## src/rtl/controller_pkg.sv

```systemverilog
// controller_pkg: shared definitions for the gamepad scan controller.
//   - button bit indices of buttonsOut (BTN_UP .. BTN_Z)
//   - scan phase state enum (IDLE, P0..P7)
//   - default phase length in clocks
package controller_pkg;

  localparam int PHASE_CYCLES_DEF = 500;  // 10 us at 50 MHz
  localparam int NUM_BTNS         = 11;

  localparam int BTN_UP    = 0;
  localparam int BTN_DOWN  = 1;
  localparam int BTN_LEFT  = 2;
  localparam int BTN_RIGHT = 3;
  localparam int BTN_A     = 4;
  localparam int BTN_B     = 5;
  localparam int BTN_C     = 6;
  localparam int BTN_START = 7;
  localparam int BTN_X     = 8;
  localparam int BTN_Y     = 9;
  localparam int BTN_Z     = 10;

  // Encoding is sequential so the next phase is state + 1.
  typedef enum logic [3:0] {
    IDLE, P0, P1, P2, P3, P4, P5, P6, P7
  } phase_e;

endpackage

```

## src/rtl/controller_if.sv

```systemverilog
// controller_if: pad connector + game-side signals of the scan controller.
//   pad lines (active-high): up_z, down_y, left_x, right, a_b, start_c
//   vga_vs       : vertical sync, asynchronous to clk
//   selectSignal : pad select line driven by the controller
//   buttonsOut   : registered 11-bit button vector (1 = pressed)
// modport slave  : the controller side
// modport master : the board / pad side
interface controller_if;

  logic                               up_z;
  logic                               down_y;
  logic                               left_x;
  logic                               right;
  logic                               a_b;
  logic                               start_c;
  logic                               vga_vs;
  logic                               selectSignal;
  logic [controller_pkg::NUM_BTNS-1:0] buttonsOut;

  modport slave (
    input  up_z, down_y, left_x, right, a_b, start_c, vga_vs,
    output selectSignal, buttonsOut
  );

  modport master (
    output up_z, down_y, left_x, right, a_b, start_c, vga_vs,
    input  selectSignal, buttonsOut
  );

endinterface

```

## src/rtl/controller_vs_edge.sv

```systemverilog
// controller_vs_edge: 2-FF synchronizer for the asynchronous vertical sync
// followed by a rising-edge detector.
//   clk, reset : system clock, synchronous active-high reset
//   vs_async   : raw vertical sync
//   vs_rise    : one-clock pulse on a synchronized rising edge
module controller_vs_edge (
  input  logic clk,
  input  logic reset,
  input  logic vs_async,
  output logic vs_rise
);

  logic [1:0] sync_q, sync_d;
  logic       prev_q, prev_d;

  always_comb begin
    sync_d = {sync_q[0], vs_async};
    prev_d = sync_q[1];
  end

  always_ff @(posedge clk) begin
    if (reset) begin
      sync_q <= '0;
      prev_q <= 1'b0;
    end else begin
      sync_q <= sync_d;
      prev_q <= prev_d;
    end
  end

  assign vs_rise = sync_q[1] & ~prev_q;

endmodule

```

## src/rtl/controller.sv

```systemverilog
// controller: once per video frame, walks a Genesis-style pad through its
// multiplexed select sequence, samples the pad lines at the end of each
// phase into shadow registers and publishes them atomically on buttonsOut.
//   clk, reset : system clock, synchronous active-high reset
//   bus        : controller_if.slave (pad lines, vga_vs, selectSignal,
//                buttonsOut)
// Build option CONTROLLER_SIX_BUTTON_EN: full P0..P7 scan with X/Y/Z.
// Without it the scan is P0, P1 only and buttonsOut[10:8] stays 0.
module controller
  import controller_pkg::*;
#(
  parameter int PHASE_CYCLES = PHASE_CYCLES_DEF
) (
  input logic         clk,
  input logic         reset,
  controller_if.slave bus
);

  localparam int             CW       = $clog2(PHASE_CYCLES);
  localparam logic [CW-1:0]  CNT_LAST = CW'(PHASE_CYCLES - 1);
`ifdef CONTROLLER_SIX_BUTTON_EN
  localparam phase_e LAST_PHASE = P7;
`else
  localparam phase_e LAST_PHASE = P1;
`endif

  phase_e                state_q, state_d;
  logic [CW-1:0]         cnt_q, cnt_d;
  logic                  sel_q, sel_d;
  logic [NUM_BTNS-1:0]   shadow_q, shadow_d;
  logic [NUM_BTNS-1:0]   btn_q, btn_d;
`ifdef CONTROLLER_SIX_BUTTON_EN
  logic                  six_q, six_d;
`endif
  logic                  vs_rise;
  logic                  phase_end;

  controller_vs_edge u_vs_edge (
    .clk      (clk),
    .reset    (reset),
    .vs_async (bus.vga_vs),
    .vs_rise  (vs_rise)
  );

  // Last clock of the current phase: the pad has had PHASE_CYCLES-1 clocks
  // to settle since select changed.
  assign phase_end = (state_q != IDLE) && (cnt_q == CNT_LAST);

  always_comb begin
    state_d  = state_q;
    cnt_d    = cnt_q;
    sel_d    = sel_q;
    shadow_d = shadow_q;
    btn_d    = btn_q;
`ifdef CONTROLLER_SIX_BUTTON_EN
    six_d    = six_q;
`endif
    if (state_q == IDLE) begin
      // vs edges are only honoured here; mid-scan edges are dropped.
      if (vs_rise) begin
        state_d = P0;
        cnt_d   = '0;
        sel_d   = 1'b0;
`ifdef CONTROLLER_SIX_BUTTON_EN
        six_d   = 1'b0;
`endif
      end
    end else if (!phase_end) begin
      cnt_d = cnt_q + 1'b1;
    end else begin
      cnt_d = '0;
      unique case (state_q)
        P0: begin
          shadow_d[BTN_UP]    = bus.up_z;
          shadow_d[BTN_DOWN]  = bus.down_y;
          shadow_d[BTN_A]     = bus.a_b;
          shadow_d[BTN_START] = bus.start_c;
        end
        P1: begin
          // Overwrites the P0 up/down samples on purpose.
          shadow_d[BTN_UP]    = bus.up_z;
          shadow_d[BTN_DOWN]  = bus.down_y;
          shadow_d[BTN_LEFT]  = bus.left_x;
          shadow_d[BTN_RIGHT] = bus.right;
          shadow_d[BTN_B]     = bus.a_b;
          shadow_d[BTN_C]     = bus.start_c;
        end
`ifdef CONTROLLER_SIX_BUTTON_EN
        // A 6-button pad reports all four d-pad lines active in the third
        // low-select phase; a 3-button pad cannot.
        P4: six_d = bus.up_z & bus.down_y & bus.left_x & bus.right;
        P5: begin
          shadow_d[BTN_Z] = six_q & bus.up_z;
          shadow_d[BTN_Y] = six_q & bus.down_y;
          shadow_d[BTN_X] = six_q & bus.left_x;
        end
`endif
        default: ;
      endcase
      if (state_q == LAST_PHASE) begin
        state_d = IDLE;
        sel_d   = 1'b1;
        btn_d   = shadow_d;  // includes the sample taken on this clock
`ifndef CONTROLLER_SIX_BUTTON_EN
        btn_d[BTN_Z:BTN_X] = '0;
`endif
      end else begin
        state_d = phase_e'(state_q + 4'd1);
        sel_d   = ~sel_q;    // even phases low, odd phases high
      end
    end
  end

  always_ff @(posedge clk) begin
    if (reset) begin
      state_q  <= IDLE;
      cnt_q    <= '0;
      sel_q    <= 1'b1;
      shadow_q <= '0;
      btn_q    <= '0;
`ifdef CONTROLLER_SIX_BUTTON_EN
      six_q    <= 1'b0;
`endif
    end else begin
      state_q  <= state_d;
      cnt_q    <= cnt_d;
      sel_q    <= sel_d;
      shadow_q <= shadow_d;
      btn_q    <= btn_d;
`ifdef CONTROLLER_SIX_BUTTON_EN
      six_q    <= six_d;
`endif
    end
  end

  assign bus.selectSignal = sel_q;
  assign bus.buttonsOut   = btn_q;

endmodule

```

## src/flat_wrapper.sv

```systemverilog
// flat-port wrapper written by rule: the top's interface ports become plain ports
module controller_flat import controller_pkg::*;
#(
  parameter int PHASE_CYCLES = PHASE_CYCLES_DEF
)
  (clk, reset, bus_up_z, bus_down_y, bus_left_x, bus_right, bus_a_b, bus_start_c, bus_vga_vs, bus_selectSignal, bus_buttonsOut);
  controller_if bus_i ();
  input logic clk;
  input logic reset;
  input wire logic [$bits(bus_i.up_z)-1:0] bus_up_z;
  input wire logic [$bits(bus_i.down_y)-1:0] bus_down_y;
  input wire logic [$bits(bus_i.left_x)-1:0] bus_left_x;
  input wire logic [$bits(bus_i.right)-1:0] bus_right;
  input wire logic [$bits(bus_i.a_b)-1:0] bus_a_b;
  input wire logic [$bits(bus_i.start_c)-1:0] bus_start_c;
  input wire logic [$bits(bus_i.vga_vs)-1:0] bus_vga_vs;
  output wire logic [$bits(bus_i.selectSignal)-1:0] bus_selectSignal;
  output wire logic [$bits(bus_i.buttonsOut)-1:0] bus_buttonsOut;
  assign bus_i.up_z = bus_up_z;
  assign bus_i.down_y = bus_down_y;
  assign bus_i.left_x = bus_left_x;
  assign bus_i.right = bus_right;
  assign bus_i.a_b = bus_a_b;
  assign bus_i.start_c = bus_start_c;
  assign bus_i.vga_vs = bus_vga_vs;
  assign bus_selectSignal = bus_i.selectSignal;
  assign bus_buttonsOut = bus_i.buttonsOut;
  controller #(.PHASE_CYCLES(PHASE_CYCLES)) u_core (.clk(clk), .reset(reset), .bus(bus_i));
endmodule
```

## config.mk

```make
export PLATFORM = sky130hd
export DESIGN_NAME = controller_flat
export DESIGN_NICKNAME = d
export VERILOG_FILES = /design/src/rtl/controller_pkg.sv /design/src/rtl/controller_if.sv /design/src/rtl/controller_vs_edge.sv /design/src/rtl/controller.sv /design/src/flat_wrapper.sv
export SDC_FILE = /design/constraint.sdc
export NUM_CORES = 1
export LEC_CHECK = 0
export BUFFER_PORTS_ARGS = -buffer_cell sky130_fd_sc_hd__buf_2
export CORE_UTILIZATION = 57
export CTS_CLUSTER_DIAMETER = 100
export DETAILED_ROUTE_END_ITERATION = 12
export HOLD_SLACK_MARGIN = 0.02
export PLACE_DENSITY_LB_ADDON = 0.3
export SETUP_SLACK_MARGIN = 0.4
export SYNTH_ARGS = -nofsm -noshare
export SYNTH_HDL_FRONTEND = slang
export SYNTH_SLANG_ARGS = --single-unit
```

## constraint.sdc

```tcl
create_clock -name clk -period 5 [get_ports clk]
set_input_delay 0.75 -clock clk [delete_from_list [all_inputs] [get_ports clk]]
set_output_delay 0.75 -clock clk [all_outputs]
set_load 0.005 [all_outputs]
```

# After elaboration in Yosys (flattened, before gate mapping)
# Index checks and enable logic that the tools add are counted.
# Widths: inputs -> output; s select.
classes:
  add_sub_neg: 2
  n_bitwise: 4
  n_eq_ne: 4
  n_mux: 16
  reduce_logical: 8
ops:
  columns: ["op", "count"]
  rows:
  - ["$mux 9", 3]
  - ["$mux 4", 4]
  - ["$add 9x1->9 const B", 1]
  - ["$eq 9x9->1 const B", 1]
  - ["$mux 1", 6]
  - ["$mux 2", 3]
  - ["$add 4x1->4 const B", 1]
  - ["$eq 4x1->1 const B", 1]
  - ["$eq 4x2->1 const B", 1]
  - ["$logic_not 4->1", 1]
  - ["$reduce_and 2->1", 2]
  - ["$reduce_bool 4->1", 1]
  - ["$not 1->1", 3]
  - ["$reduce_and 3->1", 1]
  - ["$ne 2x2->1 const B", 1]
  - ["$reduce_bool 2->1", 1]
  - ["$reduce_or 2->1", 1]
  - ["$and 1x1->1", 1]
  - ["$logic_and 1x1->1", 1]
totals:
  out_inout_bits: 12
  ff_bits: 33
  inputBits: 9
  elab_cells: 41

# Logic depth before layout (Yosys ltp)
logic_depth:
  ltp_word: 4
  depth_mapped: 7
  mapped_depth_nobuf: 5

# Hierarchy
# Synthesis repeated with hierarchy kept, for this count alone.
unflattened:
  hier_cells: 152
  area_unflattened_um2: 1363.8
modules_own_cells:
  columns: ["module", "seq_area_each_um2", "area_each_um2", "instances", "cells_per_inst"]
  rows:
  - ["controller", 520.5, 1276.2, 1, 145]
  - ["controller_vs_edge", 60.1, 87.6, 1, 7]

# Worst setup path before layout
# Ideal clock, no wire load.
synth_timing:
  path_kind: "register -> register"
  start: "reg u_core.cnt_q[0]"
  end: "reg u_core.cnt_q[5]"
  path_slack_ns: 3.322
  path_buffers: 2
  setup_time_ns: 0.074
  stages_incl_launch_ff: 8
  arrival_time_ns: 1.603
  required_time_ns: 4.926
  period_less_slack_ns: 1.678
  cell_sequence: "dfxtp_1 > ha_1 > nor4bb_1 > clkbuf_1 > a211oi_1 > clkbuf_1 > a31oi_1 > a31oi_1"
synth_via:
  elab_chain_len: 4
  word_cells_on_any_way: 5
  classes_between: "add/sub: 1; eq/ne: 1; mux: 2; reduce/logical: 1"
synth_lines:
  columns: ["item", "line", "rtl"]
  rows:
  - ["start: declaration", "controller.sv:28", "logic [CW-1:0] cnt_q, cnt_d;"]
  - ["start signal: assignment", "controller.sv:126", "cnt_q <= cnt_d;"]
  - ["branches (longest 2 deep; another with $add 9x1->9)", null, null]
  - ["$mux 9 (*)", "controller.sv:68", "end else if (!phase_end) begin"]
  - ["$mux 9 (*)", "controller.sv:58", "if (state_q == IDLE) begin"]
# Mark *: on every way between the ends.
# A chain may end at the register's enable or synchronous reset.

# Worst setup path in the final report
layout_timing:
  start: "reg u_core.cnt_q[0]"
  end: "reg u_core.btn_q[6] (netlist: u_core.bus.buttonsOut[6])"
layout_via:
  elab_chain_len: 3
layout_lines:
  columns: ["item", "line", "rtl"]
  rows:
  - ["$eq 9x9->1", "controller.sv:47", "assign phase_end = (state_q != IDLE) && (cnt_q == CNT_LAST);"]
  - ["$logic_and 1x1->1", "controller.sv:47", null]
  - ["$reduce_and 3->1 (no line)", null, null]
  - ["end signal: assignment", "controller.sv:129", "btn_q <= btn_d;"]
  - ["end: declaration", "controller.sv:31", "logic [NUM_BTNS-1:0] btn_q, btn_d;"]
# Every way passes these cells.

==> impl_metrics.json <==
{
  "ys_types": 37,
  "multiInputGateArea_um2": 616,
  "fin_nets": 158,
  "slew_violations": 0,
  "syn_to_final_growth_pct": 6.69,
  "endpoint_kind": "register",
  "grt_usage_pct": 20.4,
  "worstPathArrival_ns": 2.79,
  "cap_violations": 0,
  "yosys_warnings": 0,
  "synthArstFlopShare_pct": 0,
  "wl_um": 2260,
  "fin_crit_sh_pct": 51.3,
  "synth_top_area_share_pct": 43.8,
  "gr-total-overflow": 0,
  "synth.largest_area_cell": "dfxtp_1",
  "drtPass1Iterations": 4,
  "clock_sinks": 27,
  "htree_levels": 1,
  "max_slew_margin_pct": 40.5,
  "n_fill_cell": 170,
  "grt_setup_unrepaired": "false",
  "die_y_um": 48.5,
  "timing.fmax_mhz": 390,
  "cts_tree": "built",
  "critical_path_class": "register to register",
  "ys_seq_area_share_pct": 43.8,
  "place_area_um2": 1290,
  "stdcell_area_um2": 1320,
  "ys_seq_elements": 27,
  "wire_per_inst_um": 13.0,
  "gp_congestion": 0.800,
  "io_pins": 21,
  "finalSetupTns_ns": 0,
  "die_w_um": 48.5,
  "port_buffers": 17,
  "drive_above_1_share_pct": 17.0,
  "cts_root_buf": "clkbuf_4",
  "skew_ns": 0.00644,
  "final_common_cell": "dfxtp_1",
  "fp.coreArea_um2": 2000,
  "via_per_inst": 5.71,
  "hold_viol_final": 0,
  "via_count": 993,
  "ctsResizeCount": 0,
  "die-area_um2": 2360,
  "drtIter0Drc": 15,
  "placementRows": 16,
  "clockBufferDepth": 2,
  "required_ns": 5.23,
  "clkTransAtPathRegs_ns": 0.14,
  "grt_pass1_vias": 828,
  "crit_path_start_kind": "register",
  "cts_setup_buffers": 0,
  "seqCellArea_um2": 541,
  "grt_antenna_before_repair": 0,
  "syn_area_um2": 1230,
  "diodes": 0,
  "setup_viol": 0,
  "start_util_pct": 61.7,
  "min_path_type": "register to register",
  "grt_max_degree": 25,
  "mostFrequentLayoutCells": "dfxtp_1, buf_2, nor2_1",
  "dp.final_hpwl_um": 1660,
  "worstSkewPairLatency_ns": 0.33,
  "synth_edf_count": 0,
  "status": "finished, final reports clean",
  "drc_errors": 0,
  "ys.flop_type": "dfxtp_1",
  "syn_inst": 136,
  "p_leak_uw": 0.000585,
  "power_density_nw_per_um2": 255,
  "postCtsHoldBufs": 0,
  "ir_drop_uv": 202,
  "grt_pass1_wl_um": 3710,
  "critical_path_peak_fanout": 8,
  "numCtsBuffers": 3,
  "tightest_slew_ns": 0.880,
  "synth_area_per_cell_um2": 9.08,
  "min_period_ns": 2.57,
  "postRouteAntennaNets": 0,
  "synth_area_leaders": "dfxtp_1, mux2i_1, nor2_1"
}
-- cells in the mapped netlist (2+ instances only) --
cell      number
a211oi_1       2
a21oi_1        6
a31oi_1        6
and3_1         2
and4_1         2
buf_2          3
buf_4          3
buf_6          2
clkbuf_1       5
dfxtp_1       27
inv_1          2
mux2i_1       11
nand2_1        6
nand2b_1       3
nand3_1       10
nand4_1        4
nor2_1        15
nor2b_1        5
nor3_1         3
xor2_1         2
-- layer usage --
metal / part of all wire, % / vias up / routed length (µm) / track usage [%]
met3: 3.4 / 5 / 77 / 3.77
li1: - / 501 / - / -
met2: 50 / 23 / 1130 / 34.3
met5: 0 / - / 0 / 0
met1: 45 / 464 / 1020 / 25.0
met4: 1.9 / 0 / 43 / 10.3
-- area by class of cell --
class / instances / share of cell area [%]
multi-input combinational: 96 / 46.7
tap: 27 / 2.56
clock buffer: 3 / 1.71
inverter: 2 / 0.570
sequential: 27 / 41.0
timing repair buffer: 18 / 7.03
clock inverter: 1 / 0.380
-- worst max-delay path, cell delays in order, from the launching register on --
cell      delay [ns]
dfxtp_1         0.41
ha_1            0.23
nor4bb_1        0.79
nand4_1         0.65
mux2i_1         0.32
nor2_1          0.06
-- power by group --
part	leakage [µW]	total [µW]	switching [µW]	internal, µW
clock	0.0000177	93.9	63.8	30.1
combinational	0.000349	20.3	11.0	9.24
sequential	0.000218	221	3.12	218
-- path summary, 6_finish.rpt --
kind | slack [ns] | end | depth (start not counted) | startpoint
setup / recovery | 2.43 | u_core.bus.buttonsOut[6]$_SDFFE_PP0P_ | 5 | u_core.cnt_q[0]$_SDFFE_PP0P_
hold reg to reg | 0.46 | u_core.u_vs_edge.sync_q[1]$_SDFF_PP0_ | 1 | u_core.u_vs_edge.sync_q[0]$_SDFF_PP0_
hold / removal | 0.46 | u_core.u_vs_edge.sync_q[1]$_SDFF_PP0_ | 1 | u_core.u_vs_edge.sync_q[0]$_SDFF_PP0_
setup reg to reg | 2.43 | u_core.bus.buttonsOut[6]$_SDFFE_PP0P_ | 5 | u_core.cnt_q[0]$_SDFFE_PP0P_
-- sequential cells by signal, summed over array words and instances (netlist names) --
signal	cells
u_core.cnt_q	9
u_core.u_vs_edge.prev_q	1
u_core.shadow_q	2
u_core.u_vs_edge.sync_q	2
u_core.bus.selectSignal	1
u_core.bus.buttonsOut	8
u_core.state_q	4
-- cells by family after synthesis --
kind of cell               after synthesis  synth area share (%)
buffers and inverters                   15                  6.99
adders and majority gates                1                  1.01
AOI/OAI and AO/OA                       21                  11.0
xor gates and xnor gates                 3                  2.13
and+or+nand+nor                         57                  25.8
DFF                                     27                  43.8
muxes                                   11                  8.92
other                                    1                 0.304
-- per-stage QoR --
stage	hold WS (ns)	total power, µW	util, %	setup WS (ns)	std cells
3_3_place_gp	0.418	246	64.4	2.65	170
2_1_floorplan	0.414	242	-	3.32	138
5_1_grt	0.487	349	65.8	2.23	174
6_report	0.461	336	65.8	2.43	174
4_1_cts	0.465	338	65.8	2.48	174
3_5_place_dp	0.444	246	64.4	2.51	170
Note: power is estimated with default switching activity, not from simulation.
